[src/rtl/divider_pkg.sv]
// Shared constants for the 8-bit sequential restoring divider tile:
// FSM encoding, uio bit positions, output-enable mask and iteration count.
package divider_pkg;
   localparam logic [1:0] ST_IDLE = 2'd0;
   localparam logic [1:0] ST_RUN  = 2'd1;
   localparam logic [1:0] ST_DONE = 2'd2;

   localparam int START = 0;
   localparam int LD_B  = 1;
   localparam int SEL   = 2;
   localparam int BUSY  = 6;
   localparam int DONE  = 7;

   localparam logic [7:0] UIO_OE_MASK = 8'hC0;
   localparam int         N           = 8;
endpackage

[src/rtl/rsub9.sv]
// 9-bit ripple-borrow subtractor (a - b), one full-subtractor cell per bit,
// same ripple shape as the companion adder tile.
module rsub9 (
   input  logic [8:0] a,
   input  logic [8:0] b,
   output logic [8:0] diff,
   output logic       borrow
);
   logic [9:0] bw;

   assign bw[0] = 1'b0;

   for (genvar gi = 0; gi < 9; gi++) begin : g_cell
      assign diff[gi]  = a[gi] ^ b[gi] ^ bw[gi];
      assign bw[gi+1]  = (~a[gi] & (b[gi] | bw[gi])) | (b[gi] & bw[gi]);
   end

   assign borrow = bw[9];
endmodule

[src/rtl/tt_um_8bit_divider.sv]
// Sequential 8-bit unsigned restoring divider in the TinyTapeout tile wrapper;
// one quotient bit per clock, result selected onto uo_out by sel.
module tt_um_8bit_divider
   import divider_pkg::*;
(
   input  logic       clk,
   input  logic       rst_n,
   input  logic       ena,
   input  logic [7:0] ui_in,
   input  logic [7:0] uio_in,
   output logic [7:0] uo_out,
   output logic [7:0] uio_out,
   output logic [7:0] uio_oe
);
   logic [1:0] state;
   logic [7:0] b_r, q_r, r_r;
   logic [2:0] cnt;
   logic [8:0] t, d;
   logic       bw;

   logic start, ld_b, sel;
   assign start = uio_in[START];
   assign ld_b  = uio_in[LD_B];
   assign sel   = uio_in[SEL];

   // Shift the next dividend bit into the partial remainder and trial-subtract.
   assign t = {r_r, q_r[7]};

   rsub9 u_sub (
      .a      (t),
      .b      ({1'b0, b_r}),
      .diff   (d),
      .borrow (bw)
   );

   always_ff @(posedge clk or negedge rst_n) begin
      if (!rst_n) begin
         state <= ST_IDLE;
         b_r   <= '0;
         q_r   <= '0;
         r_r   <= '0;
         cnt   <= '0;
      end else begin
         case (state)
            ST_RUN: begin
               if (bw) begin
                  r_r <= t[7:0];
                  q_r <= {q_r[6:0], 1'b0};
               end else begin
                  r_r <= d[7:0];
                  q_r <= {q_r[6:0], 1'b1};
               end
               cnt <= cnt + 3'd1;
               if (cnt == 3'(N - 1)) state <= ST_DONE;
            end
            default: begin
               if (ld_b) b_r <= ui_in;
               if (start) begin
                  q_r   <= ui_in;
                  r_r   <= '0;
                  cnt   <= '0;
                  state <= ST_RUN;
               end
            end
         endcase
      end
   end

   always_comb begin
      uio_out       = '0;
      uio_out[BUSY] = (state == ST_RUN);
      uio_out[DONE] = (state == ST_DONE);
   end

   assign uio_oe = UIO_OE_MASK;
   assign uo_out = sel ? r_r : q_r;

   // d[8] is always clear when no borrow occurs, since R < B holds throughout.
   logic unused_ok;
   assign unused_ok = &{1'b0, ena, uio_in[7:3], d[8]};
endmodule

[config.mk]
export PLATFORM = sky130hd
export DESIGN_NAME = tt_um_8bit_divider
export DESIGN_NICKNAME = d
export VERILOG_FILES = /design/src/rtl/divider_pkg.sv /design/src/rtl/rsub9.sv /design/src/rtl/tt_um_8bit_divider.sv
export SDC_FILE = /design/constraint.sdc
export NUM_CORES = 1
export LEC_CHECK = 0
export CAP_MARGIN = 20
export CORE_AREA = 2 2 66 68
export CTS_BUF_LIST = sky130_fd_sc_hd__clkbuf_8
export DETAILED_ROUTE_END_ITERATION = 6
export DIE_AREA = 0 0 68 70
export GPL_TIMING_DRIVEN = 0
export HOLD_SLACK_MARGIN = 0.02
export PLACE_DENSITY = 0.72
export RECOVER_POWER = 50
export SLEW_MARGIN = 0
export SYNTH_ARGS = -nofsm -noshare
export SYNTH_HDL_FRONTEND = slang
export SYNTH_SLANG_ARGS = --single-unit
[constraint.sdc]
create_clock -name clk -period 4.5 [get_ports clk]
set_input_delay 0.675 -clock clk [delete_from_list [all_inputs] [get_ports clk]]
set_output_delay 0.675 -clock clk [all_outputs]
set_load 0.01 [all_outputs]
Yosys cells after proc, flatten, opt, wreduce, memory -nomap -nowiden
Cells that the tools add are included.
- bits in registers: 29
- logic and storage cells: 80
- input port bits: 19
- reduce and logical (&&, ||, !) cells: 3
- add/sub/neg operators: 1
- eq/ne operators: 4
- bitwise operators: 55
- multiplexer cells: 12
- operators by type and width (kind ; number):
    8-bit two-way mux ; 6
    1-bit AND ; 16
    1-bit bitwise XOR ; 15
    1-bit bitwise OR ; 14
    1-bit inverter ; 10
    2-bit two-way mux ; 3
    3-bit two-way mux ; 2
    2-bit AND reduction ; 2
    3-bit by 1-bit adder with 3-bit output (second input constant) ; 1
    3-bit equality test (second input constant) ; 1
    2-bit by 1-bit equality test with 1-bit output (second input constant) ; 1
    2-bit equality test (second input constant) ; 1
    2-bit by 1-bit != test with 1-bit output (second input constant) ; 1
    2-bit nonzero test ; 1
    1-bit two-way mux ; 1

Logic depth before layout (Yosys ltp)
Gate-level depths: netlist (run 1).
- depth in word-level cells: 26
- depth in mapped cells: 14
- gate-level depth less buffers: 13

Modules after synthesis
From an unflattened synthesis (run 1), not the netlist that was laid out.
- cells, all modules: 163
- area total of the unflattened synthesis: 1771.7 um2
- by module, submodules not included (module ; cells each ; seq. area each (um2) ; instances ; area an instance (um2)):
    tt_um_8bit_divider ; 135 ; 725.7 ; 1 ; 1527.7
    rsub9 ; 28 ; 0.0 ; 1 ; 244.0

Least setup slack after synthesis (run 1)
Ideal clock, no wire load.
- path kind: register to register
- start point: register q_r[7]
- end point: register r_r[1]
- path slack: 0.942 ns
- library setup time: 0.126 ns
- cell stages (with the launch flop): 15
- data arrival time: 3.431 ns
- buffers on the path: 1
- cells stage by stage: dfrtp_1 -> inv_1 -> ha_1 -> fa_1 -> fa_1 -> inv_1 -> fa_1 -> fa_1 -> fa_1 -> fa_1 -> fa_1 -> or2_1 -> buf_6 -> o21ai_0 -> o21ai_0
- longest elaborated chain between the ends: 26
- elaborated cells between the ends (all ways): 34
- RTL lines (element ; RTL line ; text):
    from (decl) ; tt_um_8bit_divider.sv:16 ; logic [7:0] b_r, q_r, r_r;
    from (signal assigned) ; tt_um_8bit_divider.sv:48 ; q_r <= {q_r[6:0], 1'b0};
    from (signal assigned) ; tt_um_8bit_divider.sv:51 ; q_r <= {q_r[6:0], 1'b1};
    from (signal assigned) ; tt_um_8bit_divider.sv:59 ; q_r <= ui_in;
    1-bit inverter * ; rsub9.sv:15 ; assign bw[gi+1] = (~a[gi] & (b[gi] | bw[gi])) | (b[gi] & bw[gi]);
    1-bit AND * ; rsub9.sv:15 ;
    1-bit bitwise OR ; rsub9.sv:15 ;
    1-bit AND ; rsub9.sv:15 ;
    1-bit bitwise OR (2 in series) ; rsub9.sv:15 ;
    1-bit AND ; rsub9.sv:15 ;
    1-bit bitwise OR (2 in series) ; rsub9.sv:15 ;
    1-bit AND ; rsub9.sv:15 ;
    (+6 left out) ; n/a ;
    1-bit bitwise OR (2 in series) ; rsub9.sv:15 ;
    1-bit AND ; rsub9.sv:15 ;
    1-bit bitwise OR (2 in series) ; rsub9.sv:15 ;
    1-bit AND ; rsub9.sv:15 ;
    1-bit bitwise OR ; rsub9.sv:15 ;
    1-bit AND ; rsub9.sv:15 ;
    8-bit two-way mux * ; tt_um_8bit_divider.sv:46 ; if (bw) begin
    8-bit two-way mux * ; tt_um_8bit_divider.sv:44 ; case (state)
    to (signal assigned) ; tt_um_8bit_divider.sv:47 ; r_r <= t[7:0];
    to (signal assigned) ; tt_um_8bit_divider.sv:50 ; r_r <= d[7:0];
    to (decl) ; tt_um_8bit_divider.sv:16 ;
Every way passes the cells marked *; elsewhere a longest branch is shown, timed or not.
A chain may end at the register's enable or synchronous reset.

Final worst setup path (run 1)
- start point: register q_r[7]
- end point: register r_r[2]
- longest elaborated chain between the ends: 26
- elaborated cells between the ends (all ways): 34
- RTL lines (element ; RTL line):
    1-bit inverter * ; rsub9.sv:15
    1-bit AND * ; rsub9.sv:15
    1-bit bitwise OR ; rsub9.sv:15
    1-bit AND ; rsub9.sv:15
    1-bit bitwise OR * ; rsub9.sv:15
    1-bit bitwise OR ; rsub9.sv:15
    1-bit AND ; rsub9.sv:15
    1-bit bitwise OR (2 in series) ; rsub9.sv:15
    (+7 left out) ; n/a
    1-bit bitwise OR (2 in series) ; rsub9.sv:15
    1-bit AND ; rsub9.sv:15
    1-bit bitwise OR (2 in series) ; rsub9.sv:15
    1-bit AND ; rsub9.sv:15
    1-bit bitwise OR ; rsub9.sv:15
    1-bit AND ; rsub9.sv:15
    8-bit two-way mux * ; tt_um_8bit_divider.sv:46
    8-bit two-way mux * ; tt_um_8bit_divider.sv:44
Marked as above.

==> impl_metrics.csv, run 1 <==
group,metric,value,unit
routing,drcViolationCount,0,
sta,fmax,256,MHz
final_layout,drive_gt1_share,20.4,%
critical_path,crit_slowest_cell,"fa_1",
global_route,grt_pass1_wl,5720,um
placed_design,io_buffer_count,21,
global_route,grt_pass1_vias,1170,
sta,relSlewSlack,28.5,%
critical_path,path_buf_inv,3,
critical_path,path_cells,"inv_1 > ha_1 > fa_1 > fa_1 > inv_1 > fa_1 > fa_1 > fa_1 > fa_1 > fa_1 > or2_1 > buf_6 > o21ai_0 > o21ai_0",
final_layout,final_common_cell,"dfrtp_1",
critical_path,reg2reg_slack,600,ps
clock_tree,clock_path_buffers,2,
yosys,netlist_instances,160,
hold_path,min_path_type,"flip-flop to flip-flop",
clock_tree,numCtsBuffers,5,
global_route,antenna_found_initial,0,
final_layout,final_cell_mix,"dfrtp_1 (29), o21ai_0 (26), clkdlybuf4s50_1 (18)",
final_layout,syn_to_final_growth,22.3,%
sta,slew_viol_final,0,
yosys,syn_area,1750,um2
clock_tree,hold_buffers,0,
placed_design,placed_cell_area,2090,um2
final_layout,nNetsFinal,230,
floorplanning,start_util,42.1,%
final_layout,final_area,2130,um2
critical_path,reg2reg_to,"r_r[2]",
critical_path,critical_path_depth,14,
clock_tree,post_cts_resized,0,
final_layout,multi_input_area,825,um2
status,status,"finished clean",
floorplanning,die_area,4760,um2
final_layout,utilization,51.5,%
yosys,ys_warn_count,0,
power,p_per_area,800,nW/um2
floorplanning,pin_count,43,
critical_path,r2r_start,"q_r[7]",
clock_tree,root_buffer,"clkbuf_8",
final_layout,fill_cells,380,
placed_design,gp_congestion,0.728,
yosys,ys_ff_latch,29,
power,ir_drop,0.422,mV
clock_tree,ctsHtreeMaxLevel,2,
critical_path,cpPeakStageDelay,470,ps
routing,viasPerCell,4.76,
clock_tree,clk_latency,280,ps
clock_tree,cts.clk_slew.worst_paths,60,ps
sta,setup_tns,0,ps
routing,routedWlPerCell,13.8,um
yosys,yosysSeqAreaShare,41.6,%
sta,fin_crit,3900,ps
yosys,syn_area_per_cell,10.9,um2
critical_path,crit_required,4650,ps
critical_path,rr_worst_depth,14,
clock_tree,cts_setup_buffers,0,
routing,ant_nets,0,
floorplanning,die_w,68,um
routing,dr.pass1.iters,4,
critical_path,crit_end,"r_r[2]",
critical_path,cp_common_cell,"fa_1",
clock_tree,cts_tree,"built",
yosys,synth.distinct_cells,23,
critical_path,cp-start-kind,"flip-flop",
sta,fin_hold_ws,503,ps
routing,via_count,1204,
critical_path,critical_path_class,"flip-flop to flip-flop",
routing,drt_iter0_drc,26,
sta,rsz0062_at_grt,"no",
critical_path,critPathLaunch,"q_r[7]",
critical_path,path_max_fanout,6,
floorplanning,core,4140,um2
routing,wl,3500,um
critical_path,cpLargestDelayFamily,"adder cells",
sta,worstMarginPinSlew,1070,ps
global_route,track_usage,16.5,%
floorplanning,rows,24,
sta,finalHoldViolCount,0,
critical_path,critical_path_arrival,4050,ps
sta,min_period_over_period,86.7,%
flow_run,cap_violations,0,
global_route,grt_max_degree,20,
power,p_leak,0.00104,uW
placed_design,dp_hpwl,2600,um
clock_tree,cts.sinks,29,
hold_path,hold_path_depth,1,
final_layout,register_area,726,um2
final_layout,n_antenna_cell,0,
sta,finalSetupViolCount,0,
floorplanning,die_h,70,um
global_route,overflow,0,
sta,skew,8.00,ps
critical_path,end_kind,"flip-flop",
[stage by stage]
stage / setup WS (ps) / total power [uW] / cells
detailed placement: 602 / 1530 / 246
global placement: 634 / 1490 / 245
floorplan: 942 / 1230 / 172
CTS: 589 / 1750 / 253
finish: 598 / 1710 / 253
global route: 372 / 1870 / 253
[layer usage]
metal  part of all wire [%]  track usage, %  vias to the layer above  wire length, um
met5                      0               0                        -                0
met4                    1.1            5.33                        0               40
met3                    4.7            4.03                        5              166
met2                     49            24.8                       29             1720
met1                     45            23.4                      580             1570
li1                       -               -                      590                -
[cell usage after synthesis]
master	instances	area (um2)
nand2_8	1	20.0
ha_1	3	37.5
clkbuf_1	1	3.75
buf_4	15	113
conb_1	2	7.51
nand2_1	13	48.8
nand3_1	9	45.0
fa_1	7	140
or2_1	1	6.26
buf_2	2	10.0
buf_6	4	45.0
o22ai_1	1	6.26
o21a_1	1	7.51
mux2_2	7	78.8
inv_2	1	3.75
a22oi_1	1	7.51
dfrtp_1	29	726
mux2i_1	13	130
nand2b_1	1	6.26
mux2_4	8	120
o21ai_0	26	130
nor2_1	2	7.51
inv_1	12	45.0
[logic make-up (layout without fill, tap and decap cells)]
kind of cell,Yosys count,in the layout,synth area share (%)
buffers and inverters,35,64,12.6
AOI/OAI and AO/OA,29,29,8.67
DFF,29,29,41.6
muxes,28,28,18.9
and+or+nand+nor,27,27,7.67
adders and majority gates,10,10,10.2
other,2,14,0.430
[how the worst min path moves through the flow]
stage          startpoint     end
2_1_floorplan       rst_n  b_r[0]
4_1_cts            b_r[5]  b_r[5]
3_3_place_gp       cnt[0]  cnt[0]
6_report           b_r[5]  b_r[5]
3_5_place_dp       b_r[6]  b_r[6]
5_1_grt            b_r[5]  b_r[5]
[where the power goes]
part | internal [uW] | leakage (uW) | switching (uW)
sequential | 411 | 0.000346 | 117
clock | 119 | 0.0000485 | 97.9
combinational | 498 | 0.000641 | 465
total | 1030 | 0.00104 | 680
[cell type report]
class	count	share of cell area, %
Timing Repair Buffer	22	10.0
Clock inverter	1	0.176
Clock buffer	6	3.87
Tap cell	52	3.05
Buffer	22	7.97
Sequential cell	29	34.0
Multi-Input combinational cell	108	38.6
Inverter	13	2.29
[flip-flops by register name (all words and copies together) (netlist names)]
name	count
q_r	8
cnt	3
r_r	8
state	2
b_r	8
Power figures use the tool's default switching activity.
==> inputs of run 2 (changes only) <==
--- a/config.mk
+++ b/config.mk
@@ -11,7 +11,7 @@
 export DETAILED_ROUTE_END_ITERATION = 6
 export DIE_AREA = 0 0 68 70
 export GPL_TIMING_DRIVEN = 0
-export HOLD_SLACK_MARGIN = 0.02
+export HOLD_SLACK_MARGIN = 0.05
 export PLACE_DENSITY = 0.72
 export RECOVER_POWER = 50
 export SLEW_MARGIN = 0
==> results of run 2 <==
The final DEF is identical to that of run 1; final timing and power are the same.
==> inputs of run 3 (changes only) <==
--- a/config.mk
+++ b/config.mk
@@ -10,6 +10,7 @@
 export CTS_BUF_LIST = sky130_fd_sc_hd__clkbuf_8
 export DETAILED_ROUTE_END_ITERATION = 6
 export DIE_AREA = 0 0 68 70
+export GPL_ROUTABILITY_DRIVEN = 0
 export GPL_TIMING_DRIVEN = 0
 export HOLD_SLACK_MARGIN = 0.05
 export PLACE_DENSITY = 0.72
==> results of run 3 <==
The final DEF is identical to that of run 1; final timing and power are the same.
